`src/rtl/uc_pkg.sv`:
```
// rtl/uc_pkg.sv - opcode encodings, FSM state and ALU op codes for the uc_stack control unit
package uc_pkg;

  localparam logic [5:0] OP_J   = 6'b110000;
  localparam logic [5:0] OP_JZ  = 6'b110001;
  localparam logic [5:0] OP_JNZ = 6'b110010;
  localparam logic [5:0] OP_JAL = 6'b110011;
  localparam logic [5:0] OP_RET = 6'b110100;

  localparam logic       ALU_PFX = 1'b0;
  localparam logic [1:0] LI_PFX  = 2'b10;

  typedef enum logic {
    RUN   = 1'b0,
    FAULT = 1'b1
  } uc_state_e;

  typedef enum logic [2:0] {
    ALU_OP_0 = 3'b000,
    ALU_OP_1 = 3'b001,
    ALU_OP_2 = 3'b010,
    ALU_OP_3 = 3'b011,
    ALU_OP_4 = 3'b100,
    ALU_OP_5 = 3'b101,
    ALU_OP_6 = 3'b110,
    ALU_OP_7 = 3'b111
  } uc_alu_e;

  function automatic logic is_alu(input logic [5:0] op);
    return op[5] == ALU_PFX;
  endfunction

  function automatic logic is_li(input logic [5:0] op);
    return op[5:4] == LI_PFX;
  endfunction

endpackage

```
`src/rtl/uc_retstack.sv`:
```
// rtl/uc_retstack.sv - return-address LIFO; circular when UC_STACK_WRAP_EN is defined
module uc_retstack
  import uc_pkg::*;
#(
  parameter int PC_W  = 10,
  parameter int DEPTH = 4,
  parameter int SP_W  = $clog2(DEPTH) + 1
) (
  input  logic            clk,
  input  logic            reset,
  input  logic            push,
  input  logic            pop,
  input  logic [PC_W-1:0] push_data,
  output logic [SP_W-1:0] sp,
  output logic [PC_W-1:0] top,
  output logic            full,
  output logic            empty
);

  localparam int PTR_W = $clog2(DEPTH);

  logic [PC_W-1:0]  stack_q [DEPTH];
  logic [PC_W-1:0]  stack_d [DEPTH];
  logic [PTR_W-1:0] wp_q, wp_d;
  logic [PTR_W-1:0] rd_ptr;
  logic [SP_W-1:0]  sp_q, sp_d;

  assign rd_ptr = wp_q - PTR_W'(1);
  assign full   = (sp_q == SP_W'(DEPTH));
  assign empty  = (sp_q == '0);
  assign sp     = sp_q;

`ifdef UC_STACK_WRAP_EN
  // Empty pop exposes the stale slot behind the write pointer.
  assign top = stack_q[rd_ptr];
`else
  assign top = empty ? '0 : stack_q[rd_ptr];
`endif

  // A push when full overwrites the oldest slot; sp saturates at DEPTH.
  always_comb begin
    stack_d = stack_q;
    wp_d    = wp_q;
    sp_d    = sp_q;
    if (push) begin
      stack_d[wp_q] = push_data;
      wp_d          = wp_q + PTR_W'(1);
      if (!full) sp_d = sp_q + SP_W'(1);
    end else if (pop && !empty) begin
      wp_d = rd_ptr;
      sp_d = sp_q - SP_W'(1);
    end
  end

  always_ff @(posedge clk) begin
    if (reset) begin
      for (int i = 0; i < DEPTH; i++) stack_q[i] <= '0;
      wp_q <= '0;
      sp_q <= '0;
    end else begin
      stack_q <= stack_d;
      wp_q    <= wp_d;
      sp_q    <= sp_d;
    end
  end

endmodule

```
`src/rtl/uc_stack.sv`:
```
// rtl/uc_stack.sv - control unit with branches, call/return stack and fault FSM; option UC_STACK_WRAP_EN
module uc_stack
  import uc_pkg::*;
#(
  parameter  int OPC_W = 6,
  parameter  int PC_W  = 10,
  parameter  int DEPTH = 4,
  localparam int SP_W  = $clog2(DEPTH) + 1
) (
  input  logic             clk,
  input  logic             reset,
  input  logic [OPC_W-1:0] opcode,
  input  logic             zero,
  input  logic [PC_W-1:0]  pc_next,
  output logic             s_inc,
  output logic             s_pila,
  output logic             s_inm,
  output logic             we,
  output logic             wez,
  output logic [2:0]       AluOP,
  output logic [PC_W-1:0]  ret_addr,
  output logic [SP_W-1:0]  sp,
  output logic             halt
);

`ifdef UC_STACK_WRAP_EN
  localparam logic WRAP_EN = 1'b1;
`else
  localparam logic WRAP_EN = 1'b0;
`endif

  uc_state_e state_q, state_d;
  uc_alu_e   alu_op;
  logic      push, pop, full, empty, halt_c;

  uc_retstack #(
    .PC_W (PC_W),
    .DEPTH(DEPTH),
    .SP_W (SP_W)
  ) u_retstack (
    .clk      (clk),
    .reset    (reset),
    .push     (push),
    .pop      (pop),
    .push_data(pc_next),
    .sp       (sp),
    .top      (ret_addr),
    .full     (full),
    .empty    (empty)
  );

  // Defaults are the FAULT output values; reset leaves them with halt low.
  always_comb begin
    state_d = state_q;
    s_inc   = 1'b1;
    s_pila  = 1'b0;
    s_inm   = 1'b0;
    we      = 1'b0;
    wez     = 1'b0;
    alu_op  = ALU_OP_0;
    halt_c  = 1'b0;
    push    = 1'b0;
    pop     = 1'b0;
    if (reset) begin
      state_d = RUN;
    end else if (state_q == FAULT) begin
      halt_c = 1'b1;
    end else if (is_alu(opcode[5:0])) begin
      alu_op = uc_alu_e'(opcode[4:2]);
      we     = 1'b1;
      wez    = 1'b1;
    end else if (is_li(opcode[5:0])) begin
      s_inm = 1'b1;
      we    = 1'b1;
    end else begin
      case (opcode[5:0])
        OP_J:   s_inc = 1'b0;
        OP_JZ:  s_inc = ~zero;
        OP_JNZ: s_inc = zero;
        OP_JAL: begin
          if (full && !WRAP_EN) begin
            state_d = FAULT;
            halt_c  = 1'b1;
          end else begin
            s_inc = 1'b0;
            push  = 1'b1;
          end
        end
        OP_RET: begin
          if (empty && !WRAP_EN) begin
            state_d = FAULT;
            halt_c  = 1'b1;
          end else begin
            s_inc  = 1'b0;
            s_pila = 1'b1;
            pop    = 1'b1;
          end
        end
        default: ;
      endcase
    end
  end

  assign AluOP = alu_op;
  assign halt  = halt_c & ~WRAP_EN;

  always_ff @(posedge clk) begin
    if (reset) state_q <= RUN;
    else       state_q <= state_d;
  end

endmodule

```
`config.mk`:
```
export PLATFORM = sky130hd
export DESIGN_NAME = uc_stack
export DESIGN_NICKNAME = d
export VERILOG_FILES = /design/src/rtl/uc_pkg.sv /design/src/rtl/uc_retstack.sv /design/src/rtl/uc_stack.sv
export SDC_FILE = /design/constraint.sdc
export NUM_CORES = 1
export LEC_CHECK = 0
export ABC_AREA = 1
export CORE_UTILIZATION = 40
export DETAILED_ROUTE_END_ITERATION = 10
export GPL_TIMING_DRIVEN = 1
export SLEW_MARGIN = 25
export SYNTH_ARGS = -nofsm -noshare
export SYNTH_HDL_FRONTEND = slang
export SYNTH_HIERARCHICAL = 1
export SYNTH_SLANG_ARGS = --single-unit
```
`constraint.sdc`:
```
create_clock -name clk -period 3.5 [get_ports clk]
set_input_delay 0.7 -clock clk [delete_from_list [all_inputs] [get_ports clk]]
set_output_delay 0.7 -clock clk [all_outputs]
set_load 0.02 [all_outputs]
```
# After elaboration in Yosys (flattened, before gate mapping)

Index checks and enable logic that the tools add are counted.
W data, S select, Z words.

Bits of input ports: 19
Memory bits (writable): 0
Bits in read-only memories: 0
Bits in latches: 0
Output and inout port bits: 22
Register bits after elaboration: 46
Memories: 0
Word-level logic and storage cells: 80

Shifts and indexed selects: 0
Add/sub/neg operators: 4
Divide/modulo/power cells: 0
Mux-type cells: 49
Multiply operators: 0
Equality and inequality tests: 8
Order comparisons: 3
Bitwise gates (word level): 3
Reduce and logical (&&, ||, !) cells: 6

Operators with widths:

| operator              | number |
|---|---|
| $bwmux W40            | 1 |
| $mux W10              | 4 |
| $mux W1               | 32 |
| $eq A6 B6 Y1 const B  | 5 |
| $bmux W10 S2          | 1 |
| $demux W10 S2         | 1 |
| $mux W3               | 6 |
| $ge A3 B3 Y1 const B  | 2 |
| $not A2 Y3            | 2 |
| $pmux W1 S5           | 1 |
| $mux W2               | 2 |
| $add A3 B1 Y3 const B | 1 |
| $eq A3 B3 Y1 const B  | 1 |
| $logic_not A3 Y1      | 1 |
| $lt A3 B1 Y1 const B  | 1 |
| $sub A3 B1 Y3 const B | 1 |
| $add A2 B1 Y2 const B | 1 |
| $eq A2 B2 Y1 const B  | 1 |
| $logic_and A1 B1 Y1   | 2 |
| $ne A2 B2 Y1 const B  | 1 |
| $pmux W1 S2           | 1 |
| $reduce_and A2 Y1     | 1 |
| $reduce_bool A2 Y1    | 1 |
| $sub A2 B1 Y2 const B | 1 |
| 2 further kinds       | 2 |

# Logic depth before layout (Yosys ltp)

Word-level depth: 10
Mapped depth: 15
Depth with buffers taken out: 14

# Cells and area by module

The synthesis kept the hierarchy.

By module, submodules not included:

| module      | instances | area each (µm²) | cells an instance | sequential area each (µm²) |
|---|---|---|---|---|
| uc_retstack | 1         | 2090.8          | 305               | 900.9 |
| uc_stack    | 1         | 211.5           | 44                | 20.0 |

# Worst setup path after synthesis

Ideal clock, no wire load.

Kind: input port to output port
Start: in opcode[3]
End: out s_pila
Data required time: 2800 ps
Buffers on the path: 0
Slack: 1105 ps
Arrival: 1695 ps
Stages on the path: 5
Cells stage by stage: inv_1 > nand2_1 > nor2_2 > nand2_1 > nor3_1

Longest elaborated chain between the ends: 6

RTL lines:

| item               | RTL line       | text |
|---|---|---|
| start: declaration | uc_stack.sv:12 | `input logic [OPC_W-1:0] opcode,` |
| $eq A6 B6 Y1       | uc_stack.sv:76 | `case (opcode[5:0])` |
| $mux W1            | uc_stack.sv:76 |  |
| $mux W1            | uc_stack.sv:72 | `end else if (is_li(opcode[5:0])) begin` |
| $mux W1            | uc_stack.sv:68 | `end else if (is_alu(opcode[5:0])) begin` |
| $mux W1            | uc_stack.sv:66 | `end else if (state_q == FAULT) begin` |
| $mux W1            | uc_stack.sv:64 | `if (reset) begin` |
| end: declaration   | uc_stack.sv:16 | `output logic s_pila,` |

No other way between the ends.

# Final worst setup path

Start: in opcode[5]
End: out s_pila

Longest elaborated chain between the ends: 6
Elaborated cells on any way between the ends: 7
Those cells by class: 2 x eq/ne; 5 x mux

RTL lines:

| item         | RTL line |
|---|---|
| $eq A6 B6 Y1 | uc_stack.sv:76 |
| $mux W1      | uc_stack.sv:76 |
| $mux W1      | uc_stack.sv:72 |
| $mux W1 (*)  | uc_stack.sv:68 |
| $mux W1 (*)  | uc_stack.sv:66 |
| $mux W1 (*)  | uc_stack.sv:64 |

Every way passes the cells marked *; elsewhere a longest branch is shown, timed or not.

==> reports/metrics.cfg <==
[status]
run_status=complete, no violations

[grt]
grt_overflow_total=0
grt_pass1_wl_mm=10.0
antenna_found_initial=0
grtUsageTotal_pct=21.4
grt_max_degree=46
grt_pass1_vias=2025

[power]
switchingPower_uw=227
combPwrFrac_pct=8.3
pwr-share-seq_pct=55.5
p_per_area_mw_per_mm2=334
swShare_pct=24.0
p_leak_nw=1.08
internal_power_uw=719
max-vdd-ir-drop_uv=162
pwr-share-clk_pct=36.2

[logic_synthesis]
ys_seq_area_share_pct=40.0
synthArstFlopShare_pct=0
synth_top_area_share_pct=40.0
yosysUniqueCellTypes=22
synth_xor_area_share_pct=0
syn_area_per_cell_sq_um=6.60
synthCells=349
synthTopCellsByArea=dfxtp_1, nor2_1, o21ai_0
synth_compound_area_share_pct=16.5
ys.flop_type=dfxtp_1
ys_ff_latch=46
yosys.area_share.adder_pct=3.04
yosys.area.top_type=dfxtp_1
synth_nets=373
synth_warnings=6
synthesis.area_sq_mm=0.00230
synth_edf_count=0
synthMuxAreaShare_pct=0
synth-simple-area-share_pct=31.5
synth_top_family_by_area=simple AND/OR/NAND/NOR gates

[drt]
wl_met3_um=264
num_vias=2218
wl_met2_mm=2.76
drt_iter0_markers=108
routed_wl_mm=6.10
drt-vias-per-instance=4.81
dr.pass1.iters=7
wl_per_cell_um=13.2
ant_nets=0
top_layer=met4
wirelength_met1_mm=3.01
drc_errors=0

[die]
dieArea_sq_mm=0.00606
initial_core_util_pct=41.6
ios=41
core_sq_mm=0.00554
die_h_um=77.9
chipWidth_um=77.9
fp-row-count=27

[critical_path]
path_cells=clkdlybuf4s50_1 -> nand2_2 -> nor2_2 -> nand2_1 -> nor3_1 -> clkdlybuf4s50_1
worst-path-buf-inv=2
path_depth=6
start_kind=input pin
crit_family=buffers and inverters
cpMostUsedCell=clkdlybuf4s50_1
worstPathArrival_ns=2.40
path_class=in -> out
crit_fanout=4
worstPathRequired_ns=2.80
end_kind=output port
r2r_cells=13
ff2ff_setup_slack_ns=1.40
crit_path_max_incr_delay_ns=0.65
crit_path_top_delay_cell=clkdlybuf4s50_1

[clock_tree]
htree_levels=2
post_cts_buffers=0
cts_tree=yes
clock_sinks=46
cts.path.max_buffers=2
cts_repair_resize_count=0
clk_pin_slew_worst_paths_ns=0.09
cts_inserted_buffers=5
cts_hold_buffers=0
clk_latency_ns=0.30
cts_root_buf=clkbuf_8

[flow_run]
cap_viol_max_count=0

[final_layout]
drive_above_1_share_pct=6.94
fillers=602
final_common_cell=nor2_1
final_util_pct=51.2
antennaDiodeCount=0
fin_nets=412
fin_area_sq_mm=0.00284
area_growth_pct=23.2
final_cell_mix=nor2_1, o21ai_0, dfxtp_1, clkdlybuf4s50_1, nand2_1

[sta]
setup_viol=0
rsz0062_at_grt=false
slew-limit-headroom_pct=56.1
fin_crit_sh_pct=88.7
min_period_ns=3.10
drv_slew=0
timing.fmax_mhz=322
finalHoldViolations=0
fin_setup_tns_ns=0
skew_ns=0.00729
tightest_slew_ns=0.658

[place]
post_dp_cell_area_sq_mm=0.00274
gp_congestion=0.800
dp_hpwl_mm=3.89
io_buffers=40

[hold_path]
hold_depth=2
hp-class=reg -> reg

[cell families after synthesis]
family	after synthesis
and+or+nand+nor	180
AOI/OAI and AO/OA	76
DFF	46
buffers and inverters	42
adders and majority gates	5
[cells in the mapped netlist (4+ instances only)]
| master | instances |
|---|---|
| dfxtp_1 | 46 |
| o21ai_0 | 47 |
| buf_6 | 5 |
| inv_2 | 4 |
| a21oi_1 | 15 |
| nand2_1 | 29 |
| clkinv_1 | 4 |
| nand3_1 | 8 |
| nor2_1 | 133 |
| buf_2 | 6 |
| o21ai_1 | 14 |
| ha_1 | 4 |
| inv_1 | 19 |
[power by group through the flow]
stage	Sequential, mW	Combinational, mW	Clock, mW
global route	0.525	0.0886	0.373
CTS	0.525	0.0789	0.352
detailed placement	0.537	0.0785	0
finish	0.525	0.0788	0.342
global placement	0.537	0.0783	0
floorplan	0.537	0.0386	0
[path summary, 6_finish.rpt]
check | start | endpoint
min | u_retstack/stack_q[36] | u_retstack/stack_q[36]
max | opcode[5] | s_pila
max reg2reg | u_retstack/sp[0] | u_retstack/sp[2]
min reg2reg | u_retstack/stack_q[36] | u_retstack/stack_q[36]
[per-stage QoR]
stage / power [mW] / cells / hold WS [ns] / worst slack, ns
2_1_floorplan: 0.576 / 349 / 0.449 / 1.11
3_3_place_gp: 0.615 / 453 / 0.456 / 0.392
3_5_place_dp: 0.616 / 453 / 0.467 / 0.375
4_1_cts: 0.956 / 461 / 0.487 / 0.367
5_1_grt: 0.986 / 461 / 0.508 / 0.215
6_report: 0.946 / 461 / 0.485 / 0.397
[worst reg2reg max path, cell delays in order (launching register included)]
cell	delay, ns
dfxtp_1	0.43
nor2_2	0.08
nand2_1	0.10
inv_1	0.07
nor4_2	0.26
buf_4	0.19
inv_2	0.08
fa_1	0.38
nor2_1	0.10
nand3_1	0.08
nand2_1	0.08
nand2_1	0.05
nand2_1	0.05
nor2_1	0.04
[layer usage]
metal | global-route usage, % | vias up
met5 | 0 | -
met4 | 6.04 | 0
met3 | 3.76 | 6
met2 | 36.4 | 51
met1 | 27.6 | 986
li1 | - | 1175
[sequential cells by signal, summed over array words and instances, names as in the netlist]
register / cells
u_retstack/sp: 3
state_q: 1
u_retstack/wp_q: 2
u_retstack/stack_q: 40
[final cells by class]
type	count	area, sq um	area share [%]
Clock inverter	2	12.5	0.441
Multi-Input combinational cell	261	1170	41.4
Tap cell	72	90.1	3.18
Sequential cell	46	921	32.5
Inverter	27	101	3.57
Timing Repair Buffer	47	453	16.0
Clock buffer	6	82.6	2.91
Note: power is estimated with default switching activity, not from simulation.
==> RTL edit 1 (same settings) <==
Reset style: asynchronous (`reset`), changed in 2 clocked blocks.
--- a/src/rtl/uc_retstack.sv
+++ b/src/rtl/uc_retstack.sv
@@ -53,5 +53,5 @@
   end
 
-  always_ff @(posedge clk) begin
+  always_ff @(posedge clk or posedge reset) begin
     if (reset) begin
       for (int i = 0; i < DEPTH; i++) stack_q[i] <= '0;
--- a/src/rtl/uc_stack.sv
+++ b/src/rtl/uc_stack.sv
@@ -105,5 +105,5 @@
   assign halt  = halt_c & ~WRAP_EN;
 
-  always_ff @(posedge clk) begin
+  always_ff @(posedge clk or posedge reset) begin
     if (reset) state_q <= RUN;
     else       state_q <= state_d;
Check against the original RTL: differs if reset is asserted again (counterexample within 4 cycles, from zero or initial values and one cycle with reset high); with reset held inactive, the same outputs for 10 cycles.
==> RTL edit 1 against the original RTL <==
Synthesized area increased by 3.9%. Non-clock buffer count is 2 lower. Setup slack better by 0.022 ns. Sequential share of layout area is 7.0 points higher. Synthesized cell count fell by 10%. Count of clock-buffer cells in the layout unchanged. Wire length is 13% lower. Sequential cell count unchanged. Cell area up 2.8%. Via count down 8.9%. Core utilization grew 0.48 points. Clock skew rose by 0.00064 ns.
Power is not compared: it rests on default switching activity, and its combinational part moved more than twofold at a synthesized area within 25%.
==> RTL edit 1: results (changes against the original RTL) <==
status -> finished clean
Multi-input gate area -> 0.001025 mm² (-13%)
ys async rst share -> 100.0% (+100 points)
Adder-Cell Fraction of Synth Area -> 2.930% (-0.11 points)
Total GRT Usage -> 19.00% (-2.4 points)
Iter 0 DRT Violations -> 114 (+5.6%)
sequential share of cell area -> 39.50% (+7.0 points)
synth cell count leaders -> nand2_1, o21ai_0, nor2_1
drt pass-1 iters -> 4 (-3)
Inverters, non-clock -> 33 (+22%)
top cells by area, synth -> dfrtp_1, nand2_1, o21ai_0
Synth Flop Type -> dfrtp_1
Filler cells -> 569 (-5.5%)
hold endpoint -> u_retstack/stack_q[37]
post-detail-place hpwl -> 3573 µm (-8.1%)
GP Congestion -> 0.7481 (-6.4%)
crit-path max cell delay -> 0.60 ns (-0.05 ns)
Post-Syn Nets -> 338 (-9.4%)
first-pass GRT wire length -> 9059 µm (-9.5%)
share of the yosys chip area belonging to registers -> 48.14% (+8.1 points)
R2R Setup Slk -> 1.50 ns (+0.10 ns)
Max-slew headroom -> 54.99% (-1.1 points)
Worst setup endpoint -> halt
hold path start -> u_retstack/stack_q[37]
CP arrival -> 2.38 ns (-0.02 ns)
total wire length -> 5325 µm (-13%)
Worst R2R End -> u_retstack/sp[2]
Signal buffers -> 45 (-4.3%)
most common cell after layout, fill and taps aside -> nand2_1
vias -> 2,021 (-8.9%)
complex-gate fraction of the synthesized area -> 15.07% (-1.5 points)
## RTL edit 1: power by group through the flow
stage	clock network (µW)	logic [µW]	registers (µW)
2_1_floorplan	0	380	627
4_1_cts	333	608	606
3_3_place_gp	0	602	616
6_report	321	599	606
3_5_place_dp	0	605	616
5_1_grt	353	664	612
## RTL edit 1: routing by layer
metal | share of wire, % | GRT usage (%)
met5 | 0 | 0
met4 | 1.1 | 5.455
met3 | 4.1 | 3.908
met2 | 49 | 35.34
met1 | 46 | 21.72
## RTL edit 1: metrics by stage
step                cell area (µm²)  power (µW)  hold slack, ns  util [%]  cells
CTS                            2914        1547          0.4884     51.65    424
detailed placement             2828        1221          0.4687     50.12    416
floorplan                      2391        1007          0.4372         -    314
global route                   2914        1629          0.5099     51.65    424
global placement               2828        1218          0.4612     50.12    416
finish                         2914        1526          0.4857     51.65    424
## RTL edit 1: worst min-delay path: stages, from the launching register on
cell and delay [ns]:
dfrtp_1 0.35, nand2_1 0.05, o21ai_0 0.06
==> RTL edit 2 (config.mk and constraints unchanged) <==
Made on the original files. Build with the macro `UC_STACK_WRAP_EN` defined.
--- a/src/rtl/uc_retstack.sv
+++ b/src/rtl/uc_retstack.sv
@@ -1,3 +1,5 @@
 // rtl/uc_retstack.sv - return-address LIFO; circular when UC_STACK_WRAP_EN is defined
+`define UC_STACK_WRAP_EN
+
 module uc_retstack
   import uc_pkg::*;
Behaviour: not the same (a bounded check fails within 4 cycles, from zero or initial values and one cycle with reset high).
==> RTL edit 2 against the original RTL <==
Total power is 0.34% higher. Cell area is 4.6% lower. Sequential cell count is 1 lower. Count of clock-buffer cells in the layout is 1 higher. Setup slack worse by 0.041 ns. Synthesized area is 7.1% lower. Largest cell class unchanged. Sequential share of layout area is 0.82 points higher. Via count is 4.9% lower. Wire length is 10% lower.
==> RTL edit 2: results (changes against the original RTL) <==
Total GRT Usage -> 21.18% (-0.24 points)
post-detail-place hpwl -> 3588 µm (-7.7%)
Worst R2R End -> u_retstack/stack_q[13]
routed wl met2 -> 2550 µm (-7.7%)
post-placement cell count -> 417 (-7.9%)
share of cells above drive strength 1 -> 5.915% (-1.0 points)
hold path start -> u_retstack/stack_q[28]
total wire length -> 5466 µm (-10%)
synthesized area per cell -> 6.767 µm² (+2.6%)
Finished Layout Cells -> 425 (-7.8%)
Worst Skew -> 0.002495 ns (-0.004794 ns)
first-pass GRT wire length -> 8942 µm (-11%)
status -> finished clean
CP Max Fanout -> 6 (+2)
R2R depth -> 7 (-6)
CP arrival -> 2.44 ns (+0.04 ns)
Met3 Wirelength -> 217 µm (-18%)
Max VDD drop -> 232.7 µV (+43%)
Switching Fraction -> 22.93% (-1.1 points)
GP Congestion -> 0.7738 (-3.2%)
vias in the first global route -> 1,860 (-8.1%)
fin nets -> 378 (-8.3%)
R2R Setup Slk -> 1.60 ns (+0.20 ns)
hold endpoint -> u_retstack/stack_q[28]
leak pwr -> 0.001049 µW (-2.6%)
Filler cells -> 543 (-9.8%)
vias -> 2,109 (-4.9%)
## RTL edit 2: changes by cell type in the layout (fill, tap and decap cells not counted), moves of 3 or more
cell     unedited run  this run
o22ai_1             0        10
inv_1              19        14
nand2_1            29        26
o21ai_0            47        60
inv_2               4         0
a21oi_1            15         6
nor2_1            133       112
o21ai_1            14         0
## RTL edit 2: worst max path at each step
stage | endpoint | cells past startpoint
finish | s_pila | 4
global route | s_pila | 4
CTS | s_pila | 4
detailed placement | s_pila | 4
global placement | s_pila | 4
floorplan | s_pila | 2
## RTL edit 2: metrics by stage
step,hold slack [ns],setup slack [ns],area (µm²),utilization (%)
floorplan,0.4495,1.009,2138,-
global placement,0.4585,0.4650,2604,50.66
detailed placement,0.4669,0.3795,2604,50.66
CTS,0.4872,0.3775,2705,52.63
global route,0.5005,0.2880,2705,52.63
finish,0.4851,0.3562,2705,52.63
## RTL edit 2: routing by layer
metal | up-vias | GRT usage, %
li1 | 1102 | -
met1 | 961 | 28.61
met2 | 41 | 34.53
met3 | 5 | 3.748
met4 | 0 | 6.289
met5 | - | 0
## RTL edit 2: layout make-up
cell class	count	area (µm²)	share of cell area, %
multi-input cells	236	1079	39.87
well taps	70	87.58	3.238
repair buffers	47	462.9	17.11
clock buffers	7	96.34	3.562
inverters	19	73.82	2.729
clock inverters	1	5.005	0.1850
flip-flops and latches	45	900.9	33.30
## RTL edit 2: critical path: stages
cell and delay (ns):
clkdlybuf4s50_1 0.58, nand2_2 0.09, nor4_1 0.39, clkdlybuf4s50_1 0.69
## RTL edit 2: power by group through the flow
stage               Sequential [µW]  Combinational, µW  Clock [µW]
floorplan                       526               39.7           0
global placement                526               84.1           0
detailed placement              526               83.5           0
CTS                             514               84.0         362
global route                    514               93.3         378
finish                          514               83.4         352
